## src/rtl/ternary_row_mac.sv

```systemverilog
// rtl/ternary_row_mac.sv - ternary weight x signed activation row dot-product engine
// Pops one 2-bit weight per cycle, accumulates per row, emits row results over valid/ready.
module ternary_row_mac #(
   parameter int VecLen   = 16,
   parameter int ActWidth = 8,
   parameter int AccWidth = 32
) (
   input  logic                        clk_i,
   input  logic                        rst_i,
   input  logic                        start_i,
   input  logic [15:0]                 num_rows_i,
   output logic                        ready_o,
   input  logic                        act_we_i,
   input  logic [$clog2(VecLen)-1:0]   act_addr_i,
   input  logic [ActWidth-1:0]         act_data_i,
   input  logic [1:0]                  weight_i,
   input  logic                        weight_valid_i,
   output logic                        weight_pop_o,
   output logic [AccWidth-1:0]         result_o,
   output logic [15:0]                 result_row_o,
   output logic                        result_valid_o,
   input  logic                        result_ready_i,
   output logic                        done_o,
   output logic                        err_o
);

   localparam int ColW = $clog2(VecLen);
   localparam logic [ColW-1:0] LastCol = ColW'(VecLen - 1);

   typedef enum logic [1:0] {
      S_IDLE,
      S_ACCUM,
      S_EMIT,
      S_DONE
   } state_t;

   state_t              state_q, state_d;
   logic [AccWidth-1:0] acc_q, acc_d;
   logic [ColW-1:0]     col_q, col_d;
   logic [15:0]         row_q, row_d;
   logic [15:0]         num_rows_q, num_rows_d;
   logic [AccWidth-1:0] result_q, result_d;
   logic [15:0]         result_row_q, result_row_d;
   logic                err_q, err_d;

   logic [ActWidth-1:0] act_q [VecLen];
   logic                act_we;
   logic                pop;
   logic [ActWidth-1:0] act_sel;
   logic [AccWidth-1:0] act_ext;
   logic [AccWidth-1:0] term;
   logic [AccWidth-1:0] sum;

   assign act_sel = act_q[col_q];
   assign act_ext = {{(AccWidth-ActWidth){act_sel[ActWidth-1]}}, act_sel};

   // 2'b10 is reserved: it adds nothing but is flagged through err
   always_comb begin
      term = '0;
      case (weight_i)
         2'b01:   term = act_ext;
         2'b11:   term = -act_ext;
         default: term = '0;
      endcase
   end

   assign sum = acc_q + term;

   always_comb begin
      state_d      = state_q;
      acc_d        = acc_q;
      col_d        = col_q;
      row_d        = row_q;
      num_rows_d   = num_rows_q;
      result_d     = result_q;
      result_row_d = result_row_q;
      err_d        = err_q;
      act_we       = 1'b0;
      pop          = 1'b0;

      case (state_q)
         S_IDLE: begin
            act_we = act_we_i;
            if (start_i) begin
               num_rows_d = num_rows_i;
               acc_d      = '0;
               col_d      = '0;
               row_d      = '0;
               err_d      = 1'b0;
               state_d    = (num_rows_i == 16'd0) ? S_DONE : S_ACCUM;
            end
         end
         S_ACCUM: begin
            pop = weight_valid_i;
            if (pop) begin
               acc_d = sum;
               if (weight_i == 2'b10) begin
                  err_d = 1'b1;
               end
               if (col_q == LastCol) begin
                  result_d     = sum;
                  result_row_d = row_q;
                  col_d        = '0;
                  state_d      = S_EMIT;
               end else begin
                  col_d = col_q + ColW'(1);
               end
            end
         end
         S_EMIT: begin
            if (result_ready_i) begin
               acc_d = '0;
               if (row_q == num_rows_q - 16'd1) begin
                  state_d = S_DONE;
               end else begin
                  row_d   = row_q + 16'd1;
                  state_d = S_ACCUM;
               end
            end
         end
         S_DONE: begin
            state_d = S_IDLE;
         end
         default: begin
            state_d = S_IDLE;
         end
      endcase
   end

   always_ff @(posedge clk_i or posedge rst_i) begin
      if (rst_i) begin
         state_q      <= S_IDLE;
         acc_q        <= '0;
         col_q        <= '0;
         row_q        <= '0;
         num_rows_q   <= '0;
         result_q     <= '0;
         result_row_q <= '0;
         err_q        <= 1'b0;
      end else begin
         state_q      <= state_d;
         acc_q        <= acc_d;
         col_q        <= col_d;
         row_q        <= row_d;
         num_rows_q   <= num_rows_d;
         result_q     <= result_d;
         result_row_q <= result_row_d;
         err_q        <= err_d;
      end
   end

   // Activation storage deliberately has no reset
   always_ff @(posedge clk_i) begin
      if (act_we) begin
         act_q[act_addr_i] <= act_data_i;
      end
   end

   assign ready_o        = (state_q == S_IDLE);
   assign weight_pop_o   = pop;
   assign result_o       = result_q;
   assign result_row_o   = result_row_q;
   assign result_valid_o = (state_q == S_EMIT);
   assign done_o         = (state_q == S_DONE);
   assign err_o          = err_q;

endmodule

```

## config.mk

```make
export PLATFORM = sky130hd
export DESIGN_NAME = ternary_row_mac
export DESIGN_NICKNAME = d
export VERILOG_FILES = /design/src/rtl/ternary_row_mac.sv
export SDC_FILE = /design/constraint.sdc
export NUM_CORES = 1
export LEC_CHECK = 0
export CORE_ASPECT_RATIO = 1.4
export CORE_MARGIN = 8
export CORE_UTILIZATION = 50
export DETAILED_ROUTE_END_ITERATION = 10
export GPL_TIMING_DRIVEN = 1
export PLACE_DENSITY = 0.66
export SETUP_SLACK_MARGIN = 0.4
export SYNTH_ARGS = -nofsm -noshare
export SYNTH_HDL_FRONTEND = slang
export SYNTH_SLANG_ARGS = --single-unit
```

## constraint.sdc

```tcl
create_clock -name clk_i -period 16.02 [get_ports clk_i]
set_input_delay 4.005 -clock clk_i [delete_from_list [all_inputs] [get_ports clk_i]]
set_output_delay 4.005 -clock clk_i [all_outputs]
set_load 0.1 [all_outputs]
```

# After elaboration in Yosys (flattened, before gate mapping)
# Memories as Yosys holds them, arrays and structs flattened.
# Index checks and enable logic that the tools add are counted.
# totals
output_inout_bits	53
reg_bits	119
ram_bits	128
word_cells	68
mem_count	1
# op_classes
eq_ne	14
reduce_logical	12
add_sub_neg	5
muxes	28
# memory_table
name	depth	width	rd	rd_clocked_by_memory_dff	write_ports	line	source
act_q	16	8	1	0	1	46	logic [ActWidth-1:0] act_q [VecLen];
# ops
op	count
32-bit 2-to-1 mux	3
32-bit case mux with 3 select lines	1
32-bit case mux with 2 select lines	1
16-bit 2-to-1 mux	3
32-bit adder	1
32-bit negation	1
16-bit case mux with 2 select lines	1
16-bit by 1-bit adder with 16-bit output, second input constant	1
16-bit == test	1
16-bit logical NOT	1
4-bit AND reduction	4
16-bit by 1-bit subtractor with 16-bit output, second input constant	1
2-bit 2-to-1 mux	6
4-bit 2-to-1 mux	3
2-bit != test, second input constant	5
2-bit == test, second input constant	4
2-bit case mux with 4 select lines	1
4-bit case mux with 2 select lines	1
1-bit 2-to-1 mux	7
3-bit AND reduction	2
4-bit by 1-bit adder with 4-bit output, second input constant	1
2-bit by 1-bit == test with 1-bit output, second input constant	2
4-bit == test, second input constant	1
2-bit nonzero test	2
other kinds (5)	5

# Depth between registers and ports, before layout
# Gate-level depths: netlist (run 1).
# An unclocked memory read counts as a cell.
# logic_depth
word_depth	6
ltp_mapped	22

# Least setup slack after synthesis (run 1)
# Ideal clock, no wire load.
# synth_path
kind	input -> output
startpoint	in weight_valid_i
endpoint	out weight_pop_o
path_stages	5
required_time_ns	12.015
n_path_buf	2
path_slack_ns	6.201
arrival_time_ns	5.814
cell_sequence	nor2b_1 nand2_1 inv_1 clkbuf_1 buf_1
# synth_between
elab_chain_cells	1
# synth_rtl
element	line	source
start: declaration	17	input logic weight_valid_i,
1-bit 2-to-1 mux	81	case (state_q)
end: declaration	18	output logic weight_pop_o,
# Every way passes these cells.

# Final worst setup path (run 1)
# Same ends and word-level chain as after synthesis.

==> impl_metrics.json, run 1 <==
{
  "mappedNetlistArea_um2": 12200,
  "grt.total_usage": 0.182,
  "n_antenna_cell": 0,
  "synth_cell_types": 68,
  "cts_resized": 0,
  "drive_gt1_frac": 0.0958,
  "cp.buffers_inverters": 4,
  "maxClockFrequency_mhz": 92.6,
  "row_count": 67,
  "hold_viol": 0,
  "ys.flop_type": "edfxtp_1",
  "synth-seq-cells": 247,
  "final_antenna_net_count": 0,
  "crit_required_ns": 12.02,
  "worstSkewPairLatency_ns": 0.53,
  "maxSlewViolCount": 0,
  "final_nets": 1189,
  "crit_arrival_ns": 6.79,
  "cpPeakStageDelay_ns": 1.22,
  "syn_inst": 1030,
  "grt_max_degree": 61,
  "end_kind": "output port",
  "synthTopCellsByCount": "223 x nand2_1, 128 x edfxtp_1, 119 x dfrtp_1, 58 x nor2_1, 44 x ha_1",
  "dpl.hpwl_um": 18900,
  "whs_ns": 0.470,
  "rsz0062_at_grt": "false",
  "avgViaCountPerCell": 5.66,
  "r2r_start": "col_q[0]",
  "port_buffers": 88,
  "crit_top_cell": "clkdlybuf4s50_1",
  "hp-class": "reg -> reg",
  "fin_crit_ns": 10.80,
  "drtIter0Drc": 385,
  "cts.path.max_buffers": 3,
  "clk_pin_slew_ns": 0.06,
  "die_w_um": 148,
  "drcViolationCount": 0,
  "grt_pass1_vias": 8333,
  "hold-path-cell-count": 2,
  "synth_area_leaders": "edfxtp_1 32%, dfrtp_1 24%, mux4_2 7.2%",
  "wire_per_inst_um": 18.4,
  "r2r_end": "result_o[30]",
  "yosys.area.top_type_share": 0.316,
  "dieArea_um2": 29600,
  "setup-tns-final_ns": 0,
  "cts_buffers": 25,
  "area_growth_pct": 16.2,
  "worstSetupStartpointType": "input pin",
  "grt_antenna_before_repair": 0,
  "p_per_area_nw_per_um2": 154,
  "hold_path_end": "result_o[20]",
  "leakage_nw": 5.87,
  "drt_pre_antenna_iters": 4,
  "grt_overflow": 0,
  "htree_levels": 1,
  "route.vias.total": 8129,
  "die_height_um": 200,
  "worst_r2r_path_depth": 18,
  "skew_ns": 0.0175,
  "hold_buffers": 0,
  "place_congestion": 0.839,
  "avgSynthCellArea_um2": 11.8,
  "synth.most_common_cell": "nand2_1",
  "initial_core_util": 0.509,
  "cp_slowest_cell": "clkdlybuf4s50_1",
  "cts-root-buf": "clkbuf_16",
  "finalCritPeriodShare": 0.674,
  "ys_warn_count": 0,
  "cap_violations": 0,
  "wirelength_um": 26500,
  "holdCritStartpoint": "result_o[20]",
  "yosysSeqAreaShare": 0.561,
  "r2r_setup_slack_ns": 9.81,
  "status": "complete, no violations",
  "worst_pin_slew_ns": 1.03,
  "post_cts_buffers": 0,
  "cts_sinks": 247,
  "crit_family": "buffers and inverters",
  "synthArstFlopShare": 0.482,
  "pin_count": 89,
  "core-area_um2": 23900,
  "synth_top_area_cell": "edfxtp_1",
  "maxSlewHeadroom": 0.311,
  "synth_edf_count": 128,
  "crit_fanout": 30,
  "synth_fp_nets": 1111,
  "cts_tree": "done",
  "path_class": "in -> out",
  "ir_worst_vdd_mv": 0.111,
  "grt_pass1_wl_um": 43600,
  "finalSetupViolCount": 0,
  "cp_cell_sequence": "clkdlybuf4s50_1, nor2b_1, nand2_1, inv_1, buf_4, clkdlybuf4s50_1"
}
sequential cells by signal, indices dropped and copies added (netlist names):
register / cells
result_o: 32
result_row_o: 16
act_q: 128
col_q: 4
row_q: 16
acc_q: 32
err_o: 1
num_rows_q: 16
state_q: 2
worst max-delay path by stage:
stage / startpoint / to / slack [ns] / cells after the start
CTS: weight_valid_i / weight_pop_o / 5.24 / 6
global route: weight_valid_i / weight_pop_o / 5.09 / 6
floorplan: weight_valid_i / weight_pop_o / 6.20 / 5
global placement: weight_valid_i / weight_pop_o / 5.27 / 6
finish: weight_valid_i / weight_pop_o / 5.22 / 6
detailed placement: weight_valid_i / weight_pop_o / 5.25 / 6
worst reg2reg max path: stages, from the launching register on:
cell and delay, ns:
dfrtp_2 0.34, buf_4 0.55, mux4_2 0.63, mux4_2 0.50, or3_1 0.40, or2_1 0.24
nand2b_4 0.17, ha_1 0.28, o21ai_1 0.10, ha_1 0.41, and3_1 0.23, o2111a_1 0.19
o31a_1 0.14, o22ai_1 0.17, o311ai_1 0.78, a221oi_1 0.30, o21ai_1 0.26, xor2_1 0.11
mux2_2 0.27
where the power goes:
| group | internal [mW] | leakage (nW) | total (mW) | switching [mW] |
|---|---|---|---|---|
| clock | 0.336 | 0.384 | 0.576 | 0.241 |
| combinational | 0.339 | 2.73 | 0.802 | 0.463 |
| sequential | 0.732 | 2.75 | 0.804 | 0.0722 |
| total | 1.41 | 5.87 | 2.18 | 0.776 |
metrics by stage:
step	worst slack, ns	utilization	total power, mW	std cells	instance area [µm²]
after floorplan	6.20	-	1.43	1030	12200
after global placement	5.27	0.558	1.61	1391	13300
after detailed placement	5.25	0.558	1.62	1391	13300
after CTS	5.24	0.591	2.20	1437	14100
after global routing	5.09	0.591	2.32	1437	14100
final	5.22	0.591	2.18	1437	14100
routing by layer:
metal | up-vias | track usage | wire (µm)
met1 | 4007 | 0.212 | 10600
met4 | 0 | 0.0632 | 721
met2 | 158 | 0.334 | 14200
li1 | 3920 | - | -
met5 | - | 0 | 0
met3 | 44 | 0.0239 | 963
logic make-up (layout without fill, tap and decap cells):
family,count (synthesis),in the layout,synth area share
xor gates and xnor gates,64,64,0.0461
and+or+nand+nor,390,390,0.145
buffers and inverters,60,157,0.0203
adders and majority gates,45,45,0.0469
DFF,247,247,0.561
AOI/OAI and AO/OA,176,176,0.100
muxes,48,48,0.0804
area by class of cell:
type,count,area [µm²]
tap,310,388
clock inverter,15,154
timing repair buffer,95,933
inverter,16,62.6
clock buffer,31,648
fill,1969,9760
sequential,247,6820
multi-input combinational,723,5120
layout by cell type (no fill, tap or decap), types with 25 or more instances in the layout:
| master | count |
|---|---|
| clkdlybuf4s50_1 | 88 |
| a22o_1 | 28 |
| edfxtp_1 | 128 |
| dfrtp_1 | 117 |
| nor2_1 | 57 |
| mux4_2 | 39 |
| nand2_1 | 222 |
| xnor2_1 | 35 |
| clkbuf_16 | 25 |
| ha_1 | 44 |
| o21ai_0 | 28 |
| xor2_1 | 29 |
Power figures use the tool's default switching activity.
==> run 2: changes to the inputs <==
PLACE_DENSITY = 0.68   (was 0.66)
clock period = 8.6 ns   (was 16.02 ns; I/O delays follow)
==> impl_metrics.json, run 2 (same netlist as run 1, synthesis figures left out) <==
{
  "dieArea_um2": 29600,
  "area_growth_pct": 16.4,
  "holdCritStartpoint": "result_o[16]",
  "dr_wl_met3_um": 1140,
  "dpl.hpwl_um": 19000,
  "skew_ns": 0.0115,
  "final_common_cell": "nand2_1",
  "pre_cts_ws_ns": 2.13,
  "maxSlewHeadroom": 0.287,
  "crit_fanout": 30,
  "worst_pin_slew_ns": 1.07,
  "place_congestion": 0.868,
  "ir_worst_vdd_mv": 0.260,
  "drt_pre_antenna_iters": 5,
  "initial_core_util": 0.509,
  "pwr-share-comb": 0.359,
  "grt_pass1_wl_um": 44100,
  "grt.total_usage": 0.182,
  "r2r_setup_slack_ns": 2.33,
  "hold_viol": 0,
  "cpPeakStageDelay_ns": 0.53,
  "grt_max_degree": 74,
  "crit_family": "buffers and inverters",
  "seq_power_share": 0.373,
  "cap_violations": 0,
  "grt_overflow": 0,
  "worstSkewPairLatency_ns": 0.52,
  "die_w_um": 148,
  "cts-root-buf": "clkbuf_16",
  "placed_cell_area_um2": 13300,
  "p_sw_frac": 0.352,
  "finalSetupViolCount": 0,
  "finalInstanceArea_um2": 14100,
  "pin_count": 89,
  "crit_arrival_ns": 4.14,
  "port_buffers": 88,
  "avgViaCountPerCell": 5.67,
  "route.vias.total": 8126,
  "worst_r2r_path_depth": 18,
  "hold-path-cell-count": 2,
  "setup-tns-final_ns": 0,
  "wirelength_um": 26700,
  "drtIter0Drc": 575,
  "path_class": "in -> out",
  "die_height_um": 200,
  "top_layer_used": "met4",
  "hold_path_end": "result_o[16]",
  "status": "complete, no violations",
  "hp-class": "reg -> reg",
  "drcViolationCount": 0,
  "row_count": 67,
  "wl_met1_um": 10500,
  "cts_resized": 0,
  "finalCritPeriodShare": 0.731,
  "fin_crit_ns": 6.29,
  "clk_pin_slew_ns": 0.06,
  "grt_antenna_before_repair": 0,
  "regMostFlops": "act_q",
  "p_per_area_nw_per_um2": 289,
  "final_core_util": 0.592,
  "leakage_nw": 5.89,
  "drive_gt1_frac": 0.0988,
  "cts_sinks": 247,
  "cp_cell_sequence": "clkdlybuf4s50_1, nor2b_1, nand2_1, inv_1, buf_4, buf_4",
  "final_antenna_net_count": 0,
  "maxClockFrequency_mhz": 159,
  "cp_slowest_cell": "clkdlybuf4s50_1",
  "cp.buffers_inverters": 4,
  "n_antenna_cell": 0,
  "htree_levels": 1,
  "crit_start": "weight_valid_i",
  "core-area_um2": 23900,
  "final_nets": 1188,
  "wire_per_inst_um": 18.6,
  "power_switching_mw": 1.44,
  "rsz0062_at_grt": "false",
  "cts.path.max_buffers": 3,
  "power.total_mw": 4.10,
  "p_int_mw": 2.66,
  "cp.depth": 6,
  "crit_top_cell": "buf_4",
  "cts_tree": "done",
  "r2r_start": "col_q[0]",
  "pwr-share-clk": 0.268,
  "largest_register_ffs": 128,
  "end_kind": "output port",
  "worstSetupStartpointType": "input pin",
  "final_cell_mix": "222 x nand2_1, 128 x edfxtp_1, 117 x dfrtp_1",
  "maxSlewViolCount": 0,
  "hold_buffers": 0,
  "crit_required_ns": 6.45,
  "cts_buffers": 24,
  "grt_pass1_vias": 8492,
  "wl_met2_um": 14200,
  "post_cts_buffers": 0,
  "r2r_end": "result_o[30]",
  "setup_ws_ns": 2.31
}
run 2: worst max path at each step:
stage | to
after detailed placement | result_o[29]
after global placement | result_o[29]
after global routing | result_o[30]
after floorplan | weight_pop_o
final | weight_pop_o
after CTS | result_o[30]
run 2: power by group through the flow:
stage	registers, mW	clock network (mW)	logic (mW)
floorplan	1.48	0	1.18
global placement	1.55	0	1.45
detailed placement	1.56	0	1.47
CTS	1.53	1.12	1.48
global route	1.55	1.16	1.63
finish	1.53	1.10	1.47
run 2: worst reg2reg max path, delay by kind of cell (launching register included):
family | cells | cell delay, ns
AO/OA/AOI/OAI | 7 | 1.83
flip-flops | 1 | 0.91
buffers and inverters | 1 | 0.40
XOR/XNOR | 1 | 0.10
adder cells (fa/ha/maj) | 2 | 0.70
multiplexers | 3 | 1.33
AND/OR/NAND/NOR | 4 | 0.90
run 2: cell type report:
type | instances | area [µm²]
fillers | 1950 | 9740
flip-flops and latches | 247 | 6820
multi-input cells | 723 | 5120
repair buffers | 95 | 931
clock buffers | 31 | 654
well taps | 310 | 388
clock inverters | 12 | 173
inverters | 16 | 62.6
run 2: metal layers:
layer,global-route usage,up-vias
met4,0.0628,0
met3,0.0259,55
met5,0,-
li1,-,3915
met2,0.334,186
met1,0.212,3970
run 2: through the flow:
| step | instances | hold slack [ns] |
|---|---|---|
| 2_1_floorplan | 1030 | 0.456 |
| 3_3_place_gp | 1391 | 0.457 |
| 3_5_place_dp | 1391 | 0.462 |
| 4_1_cts | 1434 | 0.478 |
| 5_1_grt | 1434 | 0.491 |
| 6_report | 1434 | 0.471 |
